--- src/rtl/axis_rr_arbiter.sv ---
// Packet-aware round-robin arbiter: N AXI-Stream requesters share one sink.
// A grant is held from the first beat through TLast, so packets never interleave.
module axis_rr_arbiter #(
    parameter int N     = 4,
    parameter int width = 8
) (
    input  logic               CLK,
    input  logic               Reset,
    input  logic [N*width-1:0] S_TData,
    input  logic [N-1:0]       S_TValid,
    input  logic [N-1:0]       S_TLast,
    output logic [N-1:0]       S_TReady,
    output logic [width-1:0]   M_TData,
    output logic               M_TValid,
    output logic               M_TLast,
    input  logic               M_TReady,
    input  logic [N-1:0]       Enable,
    output logic [N-1:0]       Grant,
    output logic               Busy,
    output logic               PktDone
);

    // state     | meaning
    // ST_IDLE   | no owner; pick next enabled requester after last_owner_q
    // ST_LOCKED | owner_q's packet passes through until its TLast handshake

    localparam int OW = $clog2(N);

    typedef enum logic {
        ST_IDLE   = 1'b0,
        ST_LOCKED = 1'b1
    } state_t;

    state_t        state_q;
    logic [OW-1:0] owner_q;
    logic [OW-1:0] last_owner_q;
    logic          pkt_done_q;

    logic [N-1:0]  cand;
    logic [OW-1:0] owner_d;
    logic          found_d;
    logic [OW:0]   sum;
    logic [OW-1:0] idx;
    logic          last_beat;

    assign cand = S_TValid & Enable;

    // Search wraps from last_owner_q+1; the extra bit of sum absorbs the carry before the wrap.
    always_comb begin
        found_d = 1'b0;
        owner_d = owner_q;
        sum     = '0;
        idx     = '0;
        for (int k = 1; k <= N; k++) begin
            sum = {1'b0, last_owner_q} + (OW+1)'(k);
            if (sum >= (OW+1)'(N)) begin
                sum = sum - (OW+1)'(N);
            end
            idx = sum[OW-1:0];
            if (!found_d && cand[idx]) begin
                found_d = 1'b1;
                owner_d = idx;
            end
        end
    end

    always_comb begin
        M_TData  = '0;
        M_TValid = 1'b0;
        M_TLast  = 1'b0;
        S_TReady = '0;
        Grant    = '0;
        if (state_q == ST_LOCKED) begin
            for (int i = 0; i < N; i++) begin
                if (owner_q == OW'(i)) begin
                    M_TData     = S_TData[i*width +: width];
                    M_TValid    = S_TValid[i];
                    M_TLast     = S_TLast[i];
                    S_TReady[i] = M_TReady;
                    Grant[i]    = 1'b1;
                end
            end
        end
    end

    assign last_beat = M_TValid & M_TReady & M_TLast;
    assign Busy      = (state_q == ST_LOCKED);
    assign PktDone   = pkt_done_q;

    always_ff @(posedge CLK) begin
        if (Reset) begin
            state_q      <= ST_IDLE;
            owner_q      <= '0;
            last_owner_q <= OW'(N-1);
            pkt_done_q   <= 1'b0;
        end else begin
            pkt_done_q <= 1'b0;
            case (state_q)
                ST_IDLE: begin
                    if (found_d) begin
                        owner_q <= owner_d;
                        state_q <= ST_LOCKED;
                    end
                end
                ST_LOCKED: begin
                    if (last_beat) begin
                        state_q      <= ST_IDLE;
                        last_owner_q <= owner_q;
                        pkt_done_q   <= 1'b1;
                    end
                end
            endcase
        end
    end

endmodule

--- config.mk ---
export PLATFORM = sky130hd
export DESIGN_NAME = axis_rr_arbiter
export DESIGN_NICKNAME = d
export VERILOG_FILES = /design/src/rtl/axis_rr_arbiter.sv
export SDC_FILE = /design/constraint.sdc
export NUM_CORES = 1
export LEC_CHECK = 0
export CAP_MARGIN = 15
export CORE_MARGIN = 4
export CORE_UTILIZATION = 30
export DETAILED_ROUTE_END_ITERATION = 8
export PLACE_DENSITY = 0.8
export SYNTH_ARGS = -nofsm -noshare
export SYNTH_HDL_FRONTEND = slang
export SYNTH_SLANG_ARGS = --single-unit
export TNS_END_PERCENT = 50
--- constraint.sdc ---
create_clock -name CLK -period 1.54 [get_ports CLK]
set_input_delay 0.154 -clock CLK [delete_from_list [all_inputs] [get_ports CLK]]
set_output_delay 0.154 -clock CLK [all_outputs]
set_load 0.005 [all_outputs]
==> Word level (Yosys, flattened, before mapping) <==
Index checks and enable logic that the tools add are counted.
{ "word_totals": {"register_bits": 6, "in_bits": 47, "out_inout_bits": 20, "word_cells": 87} }
{ "classes": {"addsub": 8, "magnitude_cmp": 8, "eq_ne": 3, "mux": 49, "n_bitwise": 4, "reduce_logical": 11} }
{ "ops": {"columns": ["cell", "count"], "rows": [
  ["$mux 8", 5],
  ["$mux 1", 29],
  ["$mux 2", 8],
  ["$ge 3x3->1 const B", 4],
  ["$lt 2x3->1 const B", 4],
  ["$bmux 1 s2", 4],
  ["$mux 4", 2],
  ["$sub 2x1->2 const B", 4],
  ["$add 2x2->3 const B", 2],
  ["$and 4x4->4", 1],
  ["$eq 2x2->1 const B", 2],
  ["$reduce_bool 4->1", 1],
  ["$add 2x1->3 const B", 1],
  ["$add 2x3->3 const B", 1],
  ["$logic_and 1x1->1", 3],
  ["$logic_not 1->1", 3],
  ["$reduce_and 3->1", 1],
  ["$and 1x1->1", 2],
  ["$eq 2x1->1 const B", 1],
  ["$logic_not 2->1", 1],
  ["$pmux 1 s2", 1],
  ["$reduce_and 2->1", 1],
  ["$reduce_or 2->1", 1],
  ["$not 1->1", 1]
]} }

==> Depth between registers and ports, before layout <==
{ "depth": {"word_depth": 17, "depth_mapped": 5} }

==> Least setup slack after synthesis <==
OpenSTA, ideal clock, no wires.
{ "synth_path": {"path_kind": "flip-flop to output port", "start": "register owner_q[0]", "end": "output M_TData[0]", "arrival_time_ns": 1.207, "required_time_ns": 1.386, "setup_slack_ns": 0.179, "path_stages_with_launch": 4, "cell_sequence": "dfxtp_1 > buf_6 > mux4_1 > and2_1"} }
{ "synth_via": {"elab_chain_cells": 6, "elab_cells_between_ends": 9, "classes_between": "eq/ne (3); mux (5); reduce/logical (1)"} }
{ "synth_lines": {"columns": ["item", "line_no", "source"], "rows": [
  ["start: declaration", "35", "logic [OW-1:0] owner_q;"],
  ["start signal: assignment", "101", "owner_q <= owner_d;"],
  ["$logic_not 2->1", "75", "if (owner_q == OW'(i)) begin"],
  ["$mux 8 (3 in a row)", "75", null],
  ["$mux 8 *", "75", null],
  ["$mux 8 *", "73", "if (state_q == ST_LOCKED) begin"],
  ["end: declaration", "13", "output logic [width-1:0] M_TData,"]
]} }
Every way passes the cells marked *; elsewhere a longest branch is shown, timed or not.

==> Worst setup path after layout <==
{ "layout_path": {"start": "register owner_q[0]", "end": "output M_TData[1]"} }
Same word-level chain as after synthesis.

==> impl_metrics.csv <==
group,metric,value,unit
run_status,status,"finished with violations",
run_status,violations,"setup timing",
global_routing,antenna_found_initial,0,
place,place.gp.congestion,0.841,
power,irDropWorstVdd,0.621,mV
critical_path,r2r_setup_slack,-0.03,ns
critical_path,critPathArrivalTime,1.56,ns
clocking,clock-sinks,6,
clocking,clock_latency,0.24,ns
place,portBuffers,66,
global_routing,grt_first_pass_wirelength,4540,µm
floorplan,design.core.area,0.00221,mm²
run,max_cap_viol_count,0,
sta,setup_ws,-0.171,ns
yosys,synth_cells,72,
critical_path,cp-endpoint,"M_TData[1]",
yosys,synth_nets,119,
yosys,yosysWarnings,0,
floorplan,initial_core_util,31.7,%
yosys,syn_area,701,µm²
power,power_leakage,0.000658,µW
yosys,synth_area_leaders,"mux4_2 22%, dfxtp_1 17%, mux4_1 11%",
layout,nFillCells,169,
yosys,yosysTopAreaCell,"mux4_2",
yosys,synth-seq-area-share,17.1,%
global_routing,track_usage,17.5,%
floorplan,num_rows,17,
floorplan,dieArea,0.00317,mm²
floorplan,ios,67,
layout,multi_input_area,554,µm²
sta,post-route-period-util,111,%
critical_path,startpoint_type,"register",
layout,syn2layout_area_growth,123,%
global_routing,grt_max_degree,17,
critical_path,worstSetupEndpointType,"primary output",
power,power-per-cell-area,558,mW/mm²
detailed_routing,vias_per_cell,5.16,
floorplan,die-width,56.3,µm
detailed_routing,wl,2850,µm
detailed_routing,drt_first_pass_iters,4,
place,post-dp-hpwl,2180,µm
detailed_routing,wl_per_cell,15.6,µm
place,dpl_worst_slack,-0.314,ns
detailed_routing,dr_total_vias,939,
sta,rsz0062_at_grt,"yes",
clocking,cts_tree,"done",
detailed_routing,drt_iter0_markers,9,
hold_path,hold_class,"reg -> reg",
sta,worstMarginPinSlew,0.277,ns
sta,finalHoldViolCount,0,
clocking,clockBufferDepth,2,
clocking,cts_buffers,3,
layout,antenna_cells,0,
sta,finalSetupViolCount,13,
layout,drive_gt1_share,35.7,%
global_routing,overflow,0,
critical_path,path_class,"reg -> out",
critical_path,r2r-end,"last_owner_q[0]$_SDFFE_PP1P_",
critical_path,worst-r2r-cell-count,7,
layout,nets,203,
detailed_routing,drcViolationCount,0,
sta,final_max_slew_viol_count,0,
yosys,ys_seq_elements,6,
power,p_total,873,µW
layout,regArea,125,µm²
yosys,netlist-cell-type-count,25,
clocking,holdBufCountCts,0,
detailed_routing,drtAntennaViolNets,0,
sta,fin_crit,1.71,ns
sta,fmax,584,MHz
clocking,htreeDepth,1,
layout,instances_no_fill,182,
sta,slew_headroom,81.5,%
critical_path,r2r_start,"owner_q[0]$_SDFFE_PP0P_",
yosys,synth.top_cell.area_share,22.5,%
global_routing,grt_pass1_vias,1031,
clocking,cts_root_buf,"clkbuf_4",
critical_path,startpoint,"owner_q[0]$_SDFFE_PP0P_",
clocking,clk_pin_slew,0.04,ns
sta,fin_skew,0.00178,ns
floorplan,die_h,56.3,µm
critical_path,critPathMaxFanout,3,
yosys,syn_area_per_cell,9.73,µm²
critical_path,cp.required,1.39,ns
place,place_inst,172,
==> synthesized netlist by cell type <==
master	instances
a21oi_1	5
buf_2	2
a31oi_1	1
nor3b_1	3
dfxtp_1	6
and3_1	1
and3b_1	2
o21ai_0	3
nand4_2	1
nor2_1	5
o221ai_1	1
o21bai_1	1
a22oi_1	2
buf_4	3
buf_6	1
and2_2	1
mux4_2	7
o22ai_1	2
a311o_1	1
mux4_1	3
and2_1	11
nor3_1	3
nand2_1	4
or3_1	2
clkbuf_1	1
==> routing by layer <==
layer / track usage [%] / wire length [µm] / vias to the layer above / part of all wire (%)
met3: 5.06 / 215 / 2 / 7.6
met5: 0 / 0 / - / 0
met2: 33.9 / 1570 / 45 / 55
met1: 18.2 / 1050 / 447 / 37
met4: 4.41 / 14 / 0 / 0.49
li1: - / - / 445 / -
==> how the worst min path moves through the flow <==
stage / depth (start not counted) / slack (ns) / from / end
6_report: 2 / 0.57 / last_owner_q[0]$_SDFFE_PP1P_ / last_owner_q[0]$_SDFFE_PP1P_
5_1_grt: 2 / 0.62 / last_owner_q[1]$_SDFFE_PP1P_ / last_owner_q[1]$_SDFFE_PP1P_
4_1_cts: 2 / 0.57 / last_owner_q[0]$_SDFFE_PP1P_ / last_owner_q[0]$_SDFFE_PP1P_
3_5_place_dp: 2 / 0.56 / last_owner_q[0]$_SDFFE_PP1P_ / last_owner_q[0]$_SDFFE_PP1P_
3_3_place_gp: 2 / 0.54 / last_owner_q[1]$_SDFFE_PP1P_ / last_owner_q[1]$_SDFFE_PP1P_
2_1_floorplan: 2 / 0.35 / M_TReady / PktDone$_SDFF_PP0_
==> metrics by stage <==
stage / TNS [ns] / util [%] / cell area [µm²] / hold WS (ns)
floorplan: 0 / - / 701 / 0.353
global placement: -3.01 / 65.4 / 1450 / 0.538
detailed placement: -3.22 / 65.4 / 1450 / 0.562
CTS: -1.58 / 69.1 / 1530 / 0.566
global route: -2.18 / 70.8 / 1570 / 0.619
finish: -1.36 / 70.8 / 1570 / 0.569
==> kinds of logic (layout without fill, tap and decap cells) <==
group,count (synthesis),in the layout,synth area share [%]
AOI/OAI and AO/OA,16,16,14.3
buffers and inverters,7,89,6.78
DFF,6,6,17.1
muxes,10,10,33.8
and+or+nand+nor,33,33,28.0
==> where the power goes <==
part           switching, µW  internal [µW]
logic                    177            374
registers               13.0            170
clock network           51.4           87.8
==> cells in the final DEF (no fill, tap or decap), types with 3 or more instances in the layout <==
cell	n
nor2_1	5
buf_6	16
and2_4	8
dfxtp_1	4
o21ai_0	3
buf_4	11
nand2_1	4
a21oi_1	5
dlygate4sd2_1	8
clkdlybuf4s50_1	48
nor3_1	3
clkbuf_4	3
and2_1	4
mux4_2	10
==> critical path, stage by stage (launching register included) <==
cell,delay (ns)
dfxtp_4,0.36
buf_6,0.11
buf_6,0.10
mux4_2,0.49
and2_4,0.16
buf_6,0.11
==> state kept, by name, summed over array words and instances, names as in the netlist <==
signal	count
Busy	1
PktDone	1
last_owner_q	2
owner_q	2
==> final cells by class <==
type,instances,share of cell area [%]
Sequential cell,6,7.99
Tap cell,28,2.24
Multi-Input combinational cell,59,35.4
Clock buffer,3,1.44
Timing Repair Buffer,86,52.9
==> repair_timing <==
item | 4_1_cts | 5_1_grt
pin swaps | 11 | 1
hold endpoints to repair | 0 | 0
gates resized for setup | 68 | 11
setup buffers | 7 | 0
endpoints found under the setup margin | 18 | 15
No activity file was read; power rests on OpenSTA's default activity.
